## src/rtl/board_io_pkg.sv

```systemverilog
// -----------------------------------------------------------------------------
// board_io_pkg
//   Shared constants and helpers for the board I/O blocks (button conditioning
//   and the LED blink/sequencer blocks).
//   - DEFAULT_CLK_FREQ : board clock in Hz, default for every timing parameter.
//   - MS_TO_CYCLES     : converts a duration in milliseconds to clock cycles.
// -----------------------------------------------------------------------------
package board_io_pkg;

  localparam int unsigned DEFAULT_CLK_FREQ = 25_000_000;

  // Divide first so that large clock frequencies do not overflow 32 bits.
  function automatic int unsigned MS_TO_CYCLES(input int unsigned freq,
                                               input int unsigned ms);
    return (freq / 1000) * ms;
  endfunction

endpackage

```

## src/rtl/debounce_channel.sv

```systemverilog
// -----------------------------------------------------------------------------
// debounce_channel
//   Conditions one raw push-button pin: 2-flop synchroniser, polarity fix,
//   stability counter, debounced level and registered press/release pulses.
//   With BUTTON_DEBOUNCER_LONG_PRESS_EN defined, a hold counter also produces a
//   one-cycle long-press pulse LONG_CYCLES cycles after the press pulse.
// Ports:
//   clk        in  clock, all logic on posedge
//   rst        in  synchronous reset, active-high
//   raw        in  asynchronous pin level
//   state      out debounced level, 1 = pressed
//   press      out 1-cycle pulse when state rises
//   rel        out 1-cycle pulse when state falls
//   long_pulse out 1-cycle long-press pulse (0 when macro undefined)
// -----------------------------------------------------------------------------
module debounce_channel #(
  parameter int unsigned STABLE_CYCLES = 4,
  parameter int unsigned LONG_CYCLES   = 10,
  parameter bit          ACTIVE_LOW    = 1'b1
) (
  input  logic clk,
  input  logic rst,
  input  logic raw,
  output logic state,
  output logic press,
  output logic rel,
  output logic long_pulse
);

  localparam int unsigned CNT_W = $clog2(STABLE_CYCLES + 1);
  localparam logic [CNT_W-1:0] CNT_LAST = CNT_W'(STABLE_CYCLES - 1);
  // Pin level that means "not pressed"; the synchroniser resets to it so
  // that leaving reset never looks like an edge.
  localparam logic IDLE_PIN = ACTIVE_LOW;

  if (STABLE_CYCLES < 1) begin : g_bad_stable
    $error("debounce_channel: STABLE_CYCLES must be >= 1");
  end
  if (LONG_CYCLES < 1) begin : g_bad_long
    $error("debounce_channel: LONG_CYCLES must be >= 1");
  end

  logic             sync1_q, sync2_q;
  logic             s;
  logic [CNT_W-1:0] cnt_q, cnt_d;
  logic             state_q, state_d;
  logic             press_q, press_d;
  logic             rel_q, rel_d;

  assign s = ACTIVE_LOW ? ~sync2_q : sync2_q;

  always_comb begin
    cnt_d   = cnt_q;
    state_d = state_q;
    press_d = 1'b0;
    rel_d   = 1'b0;
    if (s == state_q) begin
      cnt_d = '0;
    end else if (cnt_q == CNT_LAST) begin
      state_d = s;
      cnt_d   = '0;
      press_d = s;
      rel_d   = ~s;
    end else begin
      cnt_d = cnt_q + CNT_W'(1);
    end
  end

  always_ff @(posedge clk) begin
    if (rst) begin
      sync1_q <= IDLE_PIN;
      sync2_q <= IDLE_PIN;
      cnt_q   <= '0;
      state_q <= 1'b0;
      press_q <= 1'b0;
      rel_q   <= 1'b0;
    end else begin
      sync1_q <= raw;
      sync2_q <= sync1_q;
      cnt_q   <= cnt_d;
      state_q <= state_d;
      press_q <= press_d;
      rel_q   <= rel_d;
    end
  end

  assign state = state_q;
  assign press = press_q;
  assign rel   = rel_q;

`ifdef BUTTON_DEBOUNCER_LONG_PRESS_EN
  localparam int unsigned HOLD_W = $clog2(LONG_CYCLES + 1);
  localparam logic [HOLD_W-1:0] HOLD_MAX = HOLD_W'(LONG_CYCLES);

  logic [HOLD_W-1:0] hold_q, hold_d;
  logic              long_q, long_d;

  // Saturating at HOLD_MAX guarantees a single pulse per press.
  always_comb begin
    hold_d = hold_q;
    long_d = 1'b0;
    if (!state_q) begin
      hold_d = '0;
    end else if (hold_q != HOLD_MAX) begin
      hold_d = hold_q + HOLD_W'(1);
      long_d = (hold_q == HOLD_MAX - HOLD_W'(1));
    end
  end

  always_ff @(posedge clk) begin
    if (rst) begin
      hold_q <= '0;
      long_q <= 1'b0;
    end else begin
      hold_q <= hold_d;
      long_q <= long_d;
    end
  end

  assign long_pulse = long_q;
`else
  assign long_pulse = 1'b0;
`endif

endmodule

```

## src/rtl/button_debouncer.sv

```systemverilog
// -----------------------------------------------------------------------------
// button_debouncer
//   Conditions N_BUTTONS raw push-button pins into clean debounced levels plus
//   one-cycle press / release (and optional long-press) pulses per channel.
//   Optional feature macro: BUTTON_DEBOUNCER_LONG_PRESS_EN (long-press pulses).
// Ports:
//   clk          in  single clock, posedge
//   rst          in  synchronous reset, active-high
//   btn_raw      in  [N_BUTTONS] asynchronous raw pin levels
//   btn_state    out [N_BUTTONS] debounced level, 1 = pressed
//   btn_press    out [N_BUTTONS] 1-cycle pulse on press
//   btn_release  out [N_BUTTONS] 1-cycle pulse on release
//   btn_long     out [N_BUTTONS] 1-cycle long-press pulse (0 without macro)
// -----------------------------------------------------------------------------
module button_debouncer
  import board_io_pkg::*;
#(
  parameter int unsigned CLK_FREQ    = DEFAULT_CLK_FREQ,
  parameter int unsigned N_BUTTONS   = 4,
  parameter int unsigned DEBOUNCE_MS = 20,
  parameter int unsigned ACTIVE_LOW  = 1,
  parameter int unsigned LONG_MS     = 1000
) (
  input  logic                 clk,
  input  logic                 rst,
  input  logic [N_BUTTONS-1:0] btn_raw,
  output logic [N_BUTTONS-1:0] btn_state,
  output logic [N_BUTTONS-1:0] btn_press,
  output logic [N_BUTTONS-1:0] btn_release,
  output logic [N_BUTTONS-1:0] btn_long
);

  localparam int unsigned STABLE_CYCLES = MS_TO_CYCLES(CLK_FREQ, DEBOUNCE_MS);
  localparam int unsigned LONG_CYCLES   = MS_TO_CYCLES(CLK_FREQ, LONG_MS);

  if (N_BUTTONS < 1 || N_BUTTONS > 16) begin : g_bad_n
    $error("button_debouncer: N_BUTTONS must be 1..16");
  end

  for (genvar i = 0; i < N_BUTTONS; i++) begin : g_ch
    debounce_channel #(
      .STABLE_CYCLES (STABLE_CYCLES),
      .LONG_CYCLES   (LONG_CYCLES),
      .ACTIVE_LOW    (ACTIVE_LOW != 0)
    ) u_ch (
      .clk        (clk),
      .rst        (rst),
      .raw        (btn_raw[i]),
      .state      (btn_state[i]),
      .press      (btn_press[i]),
      .rel        (btn_release[i]),
      .long_pulse (btn_long[i])
    );
  end

endmodule

```

## config.mk

```make
export PLATFORM = sky130hd
export DESIGN_NAME = button_debouncer
export DESIGN_NICKNAME = d
export VERILOG_FILES = /design/src/rtl/board_io_pkg.sv /design/src/rtl/debounce_channel.sv /design/src/rtl/button_debouncer.sv
export SDC_FILE = /design/constraint.sdc
export NUM_CORES = 1
export LEC_CHECK = 0
export ABC_AREA = 1
export BUFFER_PORTS_ARGS = -buffer_cell sky130_fd_sc_hd__buf_2
export CAP_MARGIN = 20
export CORE_MARGIN = 5
export CORE_UTILIZATION = 55
export DETAILED_ROUTE_END_ITERATION = 6
export PLACE_DENSITY = 0.81
export SYNTH_ARGS = -nofsm -noshare
export SYNTH_HDL_FRONTEND = slang
export SYNTH_SLANG_ARGS = --single-unit
```

## constraint.sdc

```tcl
create_clock -name clk -period 1.8 [get_ports clk]
set_clock_uncertainty 0.2 [all_clocks]
set_input_delay 0.36 -clock clk [delete_from_list [all_inputs] [get_ports clk]]
set_output_delay 0.36 -clock clk [all_outputs]
set_load 0.02 [all_outputs]
```

==> metrics.txt <==
Fill cells=772; switching power share of the total=22.2%; Setup Viol. Count Final=0; clock transition at the registers of the reported paths=100 ps; Core Box Area=8260 sq um; cell with the most instances after synthesis=nand2_1; pre-CTS setup slack=0.319 ps; buffers added on ports=17; Max FO, Critical Path=10; fin crit share=94.3%; worst skew pair latency=360 ps; layout cells sized above 1=10.0%; chip height=102 um; maxcap violations=0; Final Worst Setup Slack=103 ps; Root Buffer=clkbuf_8; Post-synth top flop=dfxtp_1; final max-slew violation count=0; register area share after synthesis=40.9%; Peak VDD IR=0.000463 V; Post-Synthesis Cell Area=4700 sq um; internal power=2.84 mW; DRT Pass-1 Iters=5; top post-synthesis cells by area=dfxtp_1 41%, nand2_1 14%, nor2_1 12%; global-route wire length before repair=16200 um; DRT antenna net count=0; TritonCTS Buffers=9; Area growth syn-to-layout=8.62%; Synth Area per Inst=6.81 sq um; vias per inst=5.04; Post-synth ARST share=0%; crit end category=register; gr ovfl total=0; average wire per standard cell=11.6 um; DRC=0; Logic pwr share=1.9%; hpwl dp=7150 um; Cells after Synth=691; Hold Vio Cnt, Final=0; worst path arrival time=1750 ps; cell taking the most area after synthesis=dfxtp_1; number of global-route vias before repair=3862; H-tree levels=3; Setup TNS=0 ps; final period demand of the worst path=1700 ps; outcome=complete, no violations; Critical Path RT=1850 ps; largest net degree at the start of global routing=20; Distinct cells, synth=28; most instantiated cells after synthesis=174 x nand2_1, 148 x nor2_1, 96 x dfxtp_1, 80 x inv_1, 40 x nand3_1; initial antenna violation count=0; fin nets=725; pwr dens=714 nW/um^2; row count=33; CTS tree=done; via count=4150; min-delay worst type=in2reg; Reg power frac=58.6%; RD Place Congestion=0.904; total track usage=18.9%; CP startpoint kind=register; routed wire length=9580 um; diodes inserted=0; die width=102 um; share of the synthesized area in the top cell type=40.9%; initial core utilization=57.0%; #FFs+latches synth=96; Worst Path Class, Setup=reg2reg; FMAX=589 MHz; io pins=22; CTS sink count=96; unrepaired setup endpoints after global routing=false; clk buf depth=2; yosys warns=0; Die Area=10500 sq um; Post-synth EDFFs=0; drt initial violations=151; Clk pwr share=39.5%; leakage=1.73 nW; Psw=0.810 mW
[power groups by stage]
stage	Sequential [mW]	Clock [mW]	Combinational, mW
after CTS	2.14	1.47	0.0680
after global routing	2.14	1.55	0.0772
after detailed placement	2.19	0	0.0638
after global placement	2.19	0	0.0612
final	2.14	1.44	0.0696
after floorplan	2.19	0	0.0482
[routing by layer]
| metal | GRT usage, % | up-vias | share of wire, % |
|---|---|---|---|
| met5 | 0 | - | 0 |
| met4 | 6.26 | 0 | 1.4 |
| met3 | 3.55 | 13 | 4.3 |
| met2 | 33.2 | 88 | 49 |
| met1 | 23.3 | 1876 | 46 |
| li1 | - | 2173 | - |
[critical path, stage by stage (launching register included)]
cell     delay (ps)
dfxtp_1         360
ha_1            250
nand3_2         150
nor3_2          270
nand2_2         150
nand2_4         160
a21oi_1          70
[final cells by class]
type	instances	area [sq um]	area share, %
clock buffers	11	141	2.77
clock inverters	4	53.8	1.05
inverters	80	300	5.88
multi-input cells	498	2360	46.2
flip-flops and latches	96	1920	37.6
well taps	105	131	2.57
repair buffers	30	200	3.92
[metrics by stage]
step / util (%) / cells / area (sq um) / hold WS [ps] / total power, mW
6_report: 61.9 / 824 / 5110 / 18.0 / 3.65
5_1_grt: 61.9 / 824 / 5110 / 11.4 / 3.77
4_1_cts: 61.5 / 823 / 5080 / 18.5 / 3.68
3_5_place_dp: 58.8 / 806 / 4860 / 199 / 2.25
3_3_place_gp: 58.8 / 806 / 4860 / 191 / 2.25
2_1_floorplan: - / 694 / 4720 / 189 / 2.24
[logic make-up after synthesis]
group | after synthesis | synth area share, %
AO/OA/AOI/OAI | 52 | 6.14
XOR/XNOR | 30 | 5.59
AND/OR/NAND/NOR | 407 | 36.3
buffers and inverters | 101 | 9.97
flip-flops | 96 | 40.9
adder cells (fa/ha/maj) | 4 | 1.06
other | 1 | 0.0797
[what timing repair did]
| item | CTS | global route |
|---|---|---|
| cloned | 0 | 1 |
| setup endpoints to repair | 1 | 21 |
| resized for setup | 1 | 7 |
| setup buffers | 0 | 0 |
| endpoints found under the hold margin | 2 | 0 |
| hold buffers | 2 | 0 |
[final timing paths]
kind / from / end / slack (ps) / depth (start not counted)
max: g_ch[0].u_ch.cnt_q[0] / g_ch[0].u_ch.cnt_q[12] / 100 / 6
min: btn_raw[1] / g_ch[1].u_ch.sync1_q / 20 / 2
max reg2reg: g_ch[0].u_ch.cnt_q[0] / g_ch[0].u_ch.cnt_q[12] / 100 / 6
min reg2reg: g_ch[2].u_ch.sync1_q / g_ch[2].u_ch.sync2_q / 210 / 1
[placed cells by master (no fill, tap or decap), drive strengths merged]
master	netlist	final
clkbuf	1	11
conb	1	4
nand3	43	43
nor3	9	9
a21oi	36	36
inv	80	81
dlygate4sd3	0	2
buf	20	28
xnor2	9	9
nand2	177	178
o21ai	15	15
clkinvlp	0	2
dfxtp	96	96
nor2	151	151
ha	4	4
nand4	12	12
a21boi	1	1
bufinv	0	1
or2	12	12
nand3b	3	3
xor2	21	21
[flip-flops by register name, indices dropped and copies added, names as in the netlist]
| name | count |
|---|---|
| g_ch.u_ch.cnt_q | 76 |
| g_ch.u_ch.press | 4 |
| g_ch.u_ch.rel | 4 |
| g_ch.u_ch.state | 4 |
| g_ch.u_ch.sync1_q | 4 |
| g_ch.u_ch.sync2_q | 4 |
Note: power is estimated with default switching activity, not from simulation.
